## config.mk

```make
export PLATFORM = sky130hd
export DESIGN_NAME = z_result_stage
export DESIGN_NICKNAME = d
export VERILOG_FILES = /design/src/rtl/z_result_stage.sv
export SDC_FILE = /design/constraint.sdc
export NUM_CORES = 1
export LEC_CHECK = 0
export ABC_AREA = 1
export BUFFER_PORTS_ARGS = -buffer_cell sky130_fd_sc_hd__buf_2
export CAP_MARGIN = 15
export CELL_PAD_IN_SITES_DETAIL_PLACEMENT = 0
export CELL_PAD_IN_SITES_GLOBAL_PLACEMENT = 1
export CORE_MARGIN = 2
export CORE_UTILIZATION = 40
export CTS_CLUSTER_SIZE = 20
export DETAILED_ROUTE_END_ITERATION = 16
export PLACE_DENSITY = 0.82
export SLEW_MARGIN = 25
export SYNTH_ARGS = -nofsm -noshare
export SYNTH_HDL_FRONTEND = slang
export SYNTH_SLANG_ARGS = --single-unit
export TNS_END_PERCENT = 10
```

## constraint.sdc

```tcl
create_clock -name clock -period 7.82 [get_ports clock]
set_clock_uncertainty 0.2 [all_clocks]
set_input_delay 1.564 -clock clock [delete_from_list [all_inputs] [get_ports clock]]
set_output_delay 1.564 -clock clock [all_outputs]
set_load 0.05 [all_outputs]
```

## src/rtl/z_result_stage.sv

```systemverilog
// z_result_stage: captures 64-bit ALU results with their op codes in a small
// FIFO and streams them onto the 32-bit bus. Two-beat ops (MUL/DIV) go out
// LO word then HI word. Also keeps the ZHigh/ZLow registers, the condition
// flags of the most recent capture and a sticky illegal-op indicator.
// DEPTH must be a power of two (>= 2) and PTR_W must equal log2(DEPTH).
module z_result_stage #(
  parameter int DEPTH = 2,
  parameter int PTR_W = 1
) (
  input  logic             clock,
  input  logic             clear,
  input  logic             in_valid,
  output logic             in_ready,
  input  logic [63:0]      alu_result,
  input  logic [3:0]       alu_op,
  output logic             out_valid,
  input  logic             out_ready,
  output logic [31:0]      out_data,
  output logic             out_hi,
  output logic             out_last,
  output logic [31:0]      z_high,
  output logic [31:0]      z_low,
  output logic             flag_zero,
  output logic             flag_neg,
  output logic             bad_op,
  output logic [PTR_W:0]   count
);

  localparam logic [3:0] OP_MUL = 4'd11;
  localparam logic [3:0] OP_DIV = 4'd12;

  // Entry layout: {op[3:0], result[63:0]}
  logic [67:0]      mem_q [DEPTH];

  logic [PTR_W-1:0] wr_ptr_q, wr_ptr_d;
  logic [PTR_W-1:0] rd_ptr_q, rd_ptr_d;
  logic [PTR_W:0]   count_q, count_d;
  logic             beat_q, beat_d;
  logic [31:0]      z_high_q, z_high_d;
  logic [31:0]      z_low_q, z_low_d;
  logic             flag_zero_q, flag_zero_d;
  logic             flag_neg_q, flag_neg_d;
  logic             bad_op_q, bad_op_d;

  logic [67:0]      head;
  logic             head_two_beat;
  logic             in_two_beat;
  logic             full;
  logic             empty;
  logic             push;
  logic             pop;
  logic             beat_adv;

  // Handshake and head-of-queue decode. Ready/valid come only from the
  // registered count, so there is no combinational path from in to out.
  always_comb begin
    full          = (count_q == (PTR_W+1)'(DEPTH));
    empty         = (count_q == '0);
    head          = mem_q[rd_ptr_q];
    head_two_beat = (head[67:64] == OP_MUL) || (head[67:64] == OP_DIV);
    in_two_beat   = (alu_op == OP_MUL) || (alu_op == OP_DIV);

    in_ready  = !full;
    out_valid = !empty;
    // Last beat when the beat counter reaches beats-1 (0 for one-beat ops).
    out_last  = out_valid && (beat_q == head_two_beat);
    out_hi    = out_valid && beat_q;
    if (!out_valid) begin
      out_data = '0;
    end else if (beat_q) begin
      out_data = head[63:32];
    end else begin
      out_data = head[31:0];
    end

    push     = in_valid && in_ready;
    beat_adv = out_valid && out_ready;
    pop      = beat_adv && out_last;
  end

  // Next-state for pointers, occupancy, beat counter and architectural regs.
  always_comb begin
    wr_ptr_d    = wr_ptr_q;
    rd_ptr_d    = rd_ptr_q;
    count_d     = count_q;
    beat_d      = beat_q;
    z_high_d    = z_high_q;
    z_low_d     = z_low_q;
    flag_zero_d = flag_zero_q;
    flag_neg_d  = flag_neg_q;
    bad_op_d    = bad_op_q;

    if (push) begin
      wr_ptr_d = wr_ptr_q + PTR_W'(1);
      z_low_d  = alu_result[31:0];
      if (in_two_beat) begin
        z_high_d    = alu_result[63:32];
        flag_zero_d = (alu_result == 64'd0);
        flag_neg_d  = alu_result[63];
      end else begin
        flag_zero_d = (alu_result[31:0] == 32'd0);
        flag_neg_d  = alu_result[31];
      end
      if (alu_op > OP_DIV) begin
        bad_op_d = 1'b1;
      end
    end

    if (pop) begin
      rd_ptr_d = rd_ptr_q + PTR_W'(1);
      beat_d   = 1'b0;
    end else if (beat_adv) begin
      beat_d = 1'b1;
    end

    case ({push, pop})
      2'b10:   count_d = count_q + (PTR_W+1)'(1);
      2'b01:   count_d = count_q - (PTR_W+1)'(1);
      default: count_d = count_q;
    endcase
  end

  // State registers; clear discards every entry, including a half-sent one.
  always_ff @(posedge clock or negedge clear) begin
    if (!clear) begin
      wr_ptr_q    <= '0;
      rd_ptr_q    <= '0;
      count_q     <= '0;
      beat_q      <= 1'b0;
      z_high_q    <= '0;
      z_low_q     <= '0;
      flag_zero_q <= 1'b0;
      flag_neg_q  <= 1'b0;
      bad_op_q    <= 1'b0;
    end else begin
      wr_ptr_q    <= wr_ptr_d;
      rd_ptr_q    <= rd_ptr_d;
      count_q     <= count_d;
      beat_q      <= beat_d;
      z_high_q    <= z_high_d;
      z_low_q     <= z_low_d;
      flag_zero_q <= flag_zero_d;
      flag_neg_q  <= flag_neg_d;
      bad_op_q    <= bad_op_d;
    end
  end

  // Storage write; contents need no reset because count gates every read.
  always_ff @(posedge clock) begin
    if (push) begin
      mem_q[wr_ptr_q] <= {alu_op, alu_result};
    end
  end

  assign z_high    = z_high_q;
  assign z_low     = z_low_q;
  assign flag_zero = flag_zero_q;
  assign flag_neg  = flag_neg_q;
  assign bad_op    = bad_op_q;
  assign count     = count_q;

endmodule

```

==> impl_metrics.json, run 1 <==
{
  "outcome": "complete, no violations",
  "area.growth.synth_to_final_pct": 21.6,
  "cts-root-to-sink-buffers": 3,
  "drive_gt1_frac": 0.241,
  "critical_path_class": "reg2out",
  "route.antenna.remaining_nets": 0,
  "routed-via-count": 5869,
  "max_cap_viol_count": 0,
  "number_of_buffers_created_by_cts": 21,
  "clkTransAtPathRegs_ns": 0.06,
  "crit_path_end_kind": "output pin",
  "drc": 0,
  "fin_nets": 1017,
  "rows": 52,
  "fmaxAchievable_ghz": 0.232,
  "io_buffers": 176,
  "groute.usage.overall": 0.180,
  "cts_setup_buffers": 0,
  "final_core_util": 0.499,
  "fp.dieH_microns": 149,
  "number_of_synthesized_register_bits": 208,
  "holdPathStages": 2,
  "num_antenna_cells": 0,
  "hold_buffers": 0,
  "period_needed_ns": 4.31,
  "synth.lib_cells_used.distinct": 27,
  "grt_pass1_wl_mm": 30.5,
  "yosys_warnings": 0,
  "worstMarginPinSlew_ns": 0.961,
  "synth_edf_count": 136,
  "timing.rr.end": "mem_q[0][29]",
  "postRouteWirelength_mm": 20.5,
  "post-route-period-util": 0.551,
  "r2r_cells": 6,
  "synth_async_sr_flop_share": 0.346,
  "setup_repair_after_global_routing_missed_its_margin": "false",
  "grt_antenna_before_repair": 0,
  "grt_overflow": 0,
  "route.detailed.wl_per_inst_microns": 16.6,
  "ff2ff_setup_slack_ns": 4.85,
  "yosysTopAreaCellShare": 0.487,
  "setup.worst_path.start_class": "flip-flop",
  "maxSlewViolCount": 0,
  "gp_routability_congestion": 0.779,
  "endpoint_worst_hold": "bad_op",
  "critical_hold_path_startpoint": "bad_op",
  "post_cts.resized_instances": 0,
  "synthMostInstantiatedCell": "sky130_fd_sc_hd__nor2_1",
  "detail_route.first_pass.iterations": 4,
  "tritoncts": "built",
  "final-hold-violation-count": 0,
  "die-area_sq_um": 22100,
  "syn_avg_cell_area_sq_um": 10.8,
  "setup_viol": 0,
  "synthTopCellsByArea": "sky130_fd_sc_hd__edfxtp_1 (49%), sky130_fd_sc_hd__dfrtp_1 (21%), sky130_fd_sc_hd__nor2_1 (6.8%), sky130_fd_sc_hd__o21ai_0 (6.3%), sky130_fd_sc_hd__nand2_1 (4.8%)",
  "num-fill-cells": 1880,
  "syn-num-nets": 851,
  "slew-limit-headroom": 0.358,
  "hpwl_reported_at_the_end_of_detailed_placement_mm": 13.4,
  "worst-endpoint-arrival_ns": 2.54,
  "timing.critical_path.required_ns": 6.06,
  "clock_insertion_delay_worst_skew_ns": 0.50,
  "cts_htree_levels": 1,
  "grt_pass1_vias": 5396,
  "ys_dominant_reg_cell": "sky130_fd_sc_hd__edfxtp_1",
  "ios": 177,
  "setup_total_negative_slack_ns": 0,
  "post_synthesis_cell_area_sq_um": 8380,
  "worst_hold_path_type": "reg2reg",
  "grt_max_degree": 73,
  "worst_path_max_delay_cell": "sky130_fd_sc_hd__inv_2",
  "synth.top_cells.by_count": "sky130_fd_sc_hd__nor2_1 (152), sky130_fd_sc_hd__edfxtp_1 (136), sky130_fd_sc_hd__nand2_1 (107), sky130_fd_sc_hd__o21ai_0 (105)",
  "avgViaCountPerCell": 4.78,
  "synth.largest_area_cell": "sky130_fd_sc_hd__edfxtp_1",
  "critical_path.cell_chain": "buf_4 -> inv_2 -> nor2_1 -> o21ai_0 -> a21oi_1 -> buf_2",
  "clock_sink_count": 208,
  "cts-root-buf": "sky130_fd_sc_hd__clkbuf_16",
  "timing.critical_path.slowest_cell_delay_ns": 0.41,
  "worstPathMaxFanout": 36,
  "synth_sequential_area_ratio": 0.702,
  "die-width_microns": 149,
  "core_area_sq_um": 20400,
  "r2r_start": "count[0]",
  "detailedRoute.firstIterationViolations": 378,
  "syn-instance-count": 778,
  "floorplan.initialDensity": 0.410
}
==> routing by layer <==
layer / global-route usage / vias to the layer above / wire, microns
met5: 0 / - / 0
met4: 0.0419 / 0 / 308
met3: 0.0373 / 23 / 1350
met2: 0.286 / 163 / 9430
met1: 0.258 / 2751 / 9360
li1: - / 2932 / -
==> sequential cells by signal, indices dropped and copies added, names as in the netlist <==
| signal | flops |
|---|---|
| flag_neg | 1 |
| rd_ptr_q | 1 |
| z_low | 32 |
| wr_ptr_q | 1 |
| mem_q | 136 |
| beat_q | 1 |
| bad_op | 1 |
| z_high | 32 |
| flag_zero | 1 |
| count | 2 |
==> logic make-up (layout without fill, tap and decap cells) <==
| group | after synthesis | after routing | share of synthesized area |
|---|---|---|---|
| buffers and inverters | 115 | 296 | 0.0570 |
| DFF | 208 | 208 | 0.702 |
| and+or+nand+nor | 292 | 292 | 0.140 |
| AOI/OAI and AO/OA | 160 | 160 | 0.0978 |
| xor gates and xnor gates | 2 | 2 | 0.00209 |
| adders and majority gates | 1 | 1 | 0.00149 |
==> metrics by stage <==
step                area (sq um)  setup slack [ns]  hold slack (ns)  instances
floorplan                   8380              2.28            0.288        778
detailed placement          9480              3.75            0.250       1191
CTS                        10200              3.50            0.265       1229
global route               10200              3.35            0.281       1229
global placement            9480              3.75            0.242       1191
finish                     10200              3.51            0.261       1229
==> cell usage in the layout, fill, tap and decap left out <==
cell type / instances
sky130_fd_sc_hd__a21oi_1: 33
sky130_fd_sc_hd__buf_2: 175
sky130_fd_sc_hd__buf_4: 5
sky130_fd_sc_hd__buf_6: 1
sky130_fd_sc_hd__bufinv_16: 2
sky130_fd_sc_hd__clkbuf_1: 4
sky130_fd_sc_hd__clkbuf_16: 22
sky130_fd_sc_hd__clkbuf_8: 2
sky130_fd_sc_hd__clkinv_1: 1
sky130_fd_sc_hd__clkinv_2: 4
sky130_fd_sc_hd__clkinvlp_4: 1
sky130_fd_sc_hd__dfrtp_1: 71
sky130_fd_sc_hd__dfrtp_2: 1
sky130_fd_sc_hd__edfxtp_1: 136
sky130_fd_sc_hd__ha_1: 1
sky130_fd_sc_hd__inv_1: 72
sky130_fd_sc_hd__inv_2: 3
sky130_fd_sc_hd__inv_4: 3
sky130_fd_sc_hd__inv_6: 1
sky130_fd_sc_hd__nand2_1: 107
sky130_fd_sc_hd__nand2_2: 4
sky130_fd_sc_hd__nand2_4: 1
sky130_fd_sc_hd__nand3_1: 9
sky130_fd_sc_hd__nand3_2: 1
sky130_fd_sc_hd__nand3b_1: 1
sky130_fd_sc_hd__nand4_1: 14
sky130_fd_sc_hd__nor2_1: 149
sky130_fd_sc_hd__nor2_2: 1
sky130_fd_sc_hd__nor2_4: 3
sky130_fd_sc_hd__nor3_1: 2
sky130_fd_sc_hd__o21ai_0: 105
sky130_fd_sc_hd__o21ai_1: 20
sky130_fd_sc_hd__o31ai_1: 1
sky130_fd_sc_hd__o31ai_4: 1
sky130_fd_sc_hd__xnor2_1: 2
==> worst max-delay path, delay by kind of cell, from the launching register on <==
family / cells / cell delay, ns
and+or+nand+nor: 1 / 0.18
DFF: 1 / 0.32
AOI/OAI and AO/OA: 2 / 0.39
buffers and inverters: 3 / 1.12
==> layout make-up <==
| type | count | area (sq um) | area share |
|---|---|---|---|
| Clock buffer | 28 | 593 | 0.0582 |
| Clock inverter | 10 | 108 | 0.0106 |
| Inverter | 77 | 293 | 0.0287 |
| Multi-Input combinational cell | 455 | 2050 | 0.201 |
| Sequential cell | 208 | 5890 | 0.578 |
| Tap cell | 270 | 338 | 0.0332 |
| Timing Repair Buffer | 181 | 925 | 0.0907 |
==> worst max path at each step <==
| stage | endpoint | from | slack, ns |
|---|---|---|---|
| floorplan | mem_q[0][0] | in_valid | 2.28 |
| global placement | mem_q[0][50] | in_valid | 3.75 |
| detailed placement | mem_q[0][16] | in_valid | 3.75 |
| CTS | out_data[10] | beat_q | 3.50 |
| global route | out_data[24] | beat_q | 3.35 |
| finish | out_data[11] | beat_q | 3.51 |
Power of run 1 is left out: the tool's default activity adds up to more than one toggle a clock period on the data nets, which glitch-free logic cannot reach.
==> run 2, diff against run 1 <==
Clock period 7.82 ns to 4.5 ns, I/O delays scaled along.
==> impl_metrics.json, run 2 (synthesis gave the netlist of run 1 again) <==
{
  "layout.cells.most_common": "sky130_fd_sc_hd__buf_2",
  "avgViaCountPerCell": 4.87,
  "cts-root-to-sink-buffers": 3,
  "cpLargestDelayFamily": "buffers and inverters",
  "hold_buffers": 0,
  "setup.worst_path.start_class": "flip-flop",
  "leading_cell_types_in_the_layout_fill_and_taps_excluded": "sky130_fd_sc_hd__buf_2 (175), sky130_fd_sc_hd__nor2_1 (149), sky130_fd_sc_hd__edfxtp_1 (136), sky130_fd_sc_hd__nand2_1 (107), sky130_fd_sc_hd__o21ai_0 (105)",
  "crit_path_end_kind": "output pin",
  "post-route-period-util": 0.807,
  "final-hold-violation-count": 0,
  "max_reg_flops": 136,
  "fin_nets": 1020,
  "die-width_microns": 149,
  "timing.critical_path.slowest_cell_delay_ns": 0.73,
  "core_area_sq_um": 20400,
  "most_flop_heavy_register": "mem_q",
  "rows": 52,
  "area.growth.synth_to_final_pct": 22.5,
  "tritoncts": "built",
  "drc": 0,
  "gp_routability_congestion": 0.828,
  "route.detailed.wl_per_inst_microns": 17.2,
  "grt_max_degree": 73,
  "fp.dieH_microns": 149,
  "clkTransAtPathRegs_ns": 0.06,
  "cts_setup_buffers": 0,
  "io_buffers": 176,
  "grt_pass1_vias": 5622,
  "postRouteWirelength_mm": 21.2,
  "critical_path_class": "reg2out",
  "groute.usage.overall": 0.191,
  "clock_insertion_delay_worst_skew_ns": 0.50,
  "slew-limit-headroom": 0.345,
  "hpwl_reported_at_the_end_of_detailed_placement_mm": 14.0,
  "worstMarginPinSlew_ns": 0.980,
  "period_needed_ns": 3.63,
  "grt_overflow": 0,
  "grt_antenna_before_repair": 0,
  "routed-via-count": 6000,
  "post_cts.resized_instances": 0,
  "ios": 177,
  "cts_htree_levels": 1,
  "fmaxAchievable_ghz": 0.275,
  "setup_repair_after_global_routing_missed_its_margin": "false",
  "timing.critical_path.required_ns": 3.40,
  "worstPathMaxFanout": 35,
  "detail_route.first_pass.iterations": 4,
  "detailedRoute.firstIterationViolations": 404,
  "cts-root-buf": "sky130_fd_sc_hd__clkbuf_16",
  "number_of_buffers_created_by_cts": 22,
  "setup_viol": 0,
  "critical_path.cell_chain": "inv_2 -> nor2_1 -> o21ai_1 -> a21oi_1 -> buf_2",
  "drive_gt1_frac": 0.245,
  "maxSlewViolCount": 0,
  "worst-endpoint-arrival_ns": 2.53,
  "grt_pass1_wl_mm": 32.3,
  "die-area_sq_um": 22100,
  "route.antenna.remaining_nets": 0,
  "floorplan.initialDensity": 0.410,
  "worst_hold_path_type": "in2async",
  "worst_path_max_delay_cell": "sky130_fd_sc_hd__dfrtp_1",
  "clock_sink_count": 208,
  "post_dp_area_sq_um": 9510,
  "design_area_sq_um": 10300,
  "outcome": "complete, no violations",
  "num_antenna_cells": 0,
  "cp_num_buf_inv": 2,
  "max_cap_viol_count": 0
}
-- run 2: cell types whose count changed in the layout (fill, tap and decap cells not counted), sizes merged --
cell	change
clkinv	+3
inv	-3
buf	+2
clkbuf	+2
-- run 2: layer usage --
metal	routed length [microns]	track usage	share of wire
met1	9180	0.269	0.43
met2	9830	0.300	0.46
met3	1630	0.0385	0.077
met4	526	0.0590	0.025
met5	0	0	0
-- run 2: worst register-to-register path, stage by stage (launching register included) --
cell,delay (ns)
sky130_fd_sc_hd__dfrtp_1,0.46
sky130_fd_sc_hd__nor2_4,0.77
sky130_fd_sc_hd__inv_1,0.14
sky130_fd_sc_hd__nand2_1,0.10
sky130_fd_sc_hd__inv_1,0.08
sky130_fd_sc_hd__nand3_2,0.10
sky130_fd_sc_hd__inv_2,0.05
sky130_fd_sc_hd__ha_1,0.29
sky130_fd_sc_hd__a21oi_1,0.11
sky130_fd_sc_hd__o21ai_0,0.11
sky130_fd_sc_hd__xnor2_1,0.14
-- run 2: final timing paths --
check                          from           to  slack [ns]  cells past startpoint
max in group asynchronous     clear    z_high[9]        3.34                      1
max                          beat_q  out_data[7]        0.87                      5
min                           clear    z_low[25]        0.23                      1
min reg2reg                  bad_op       bad_op        0.26                      2
max reg2reg                count[0]     count[1]        1.84                     10
min in group clock           bad_op       bad_op        0.26                      2
-- run 2: final cells by class --
| cell class | instances | area (sq um) |
|---|---|---|
| fill | 1885 | 10200 |
| sequential | 208 | 5890 |
| multi-input combinational | 455 | 2050 |
| timing repair buffer | 183 | 952 |
| clock buffer | 30 | 643 |
| tap | 270 | 338 |
| inverter | 77 | 293 |
| clock inverter | 10 | 106 |
-- run 2: stage by stage --
step                      utilization  setup TNS (ns)  std cells  hold slack, ns  worst slack [ns]
after global placement          0.465               0       1193           0.250              1.39
after global routing            0.503               0       1233           0.277             0.605
after detailed placement        0.465               0       1193           0.251              1.31
after CTS                       0.502               0       1233           0.266             0.860
final                           0.503               0       1233           0.231             0.867
after floorplan                     -          -36.85        778           0.307            -0.536
Power of run 2 is left out for the same reason.
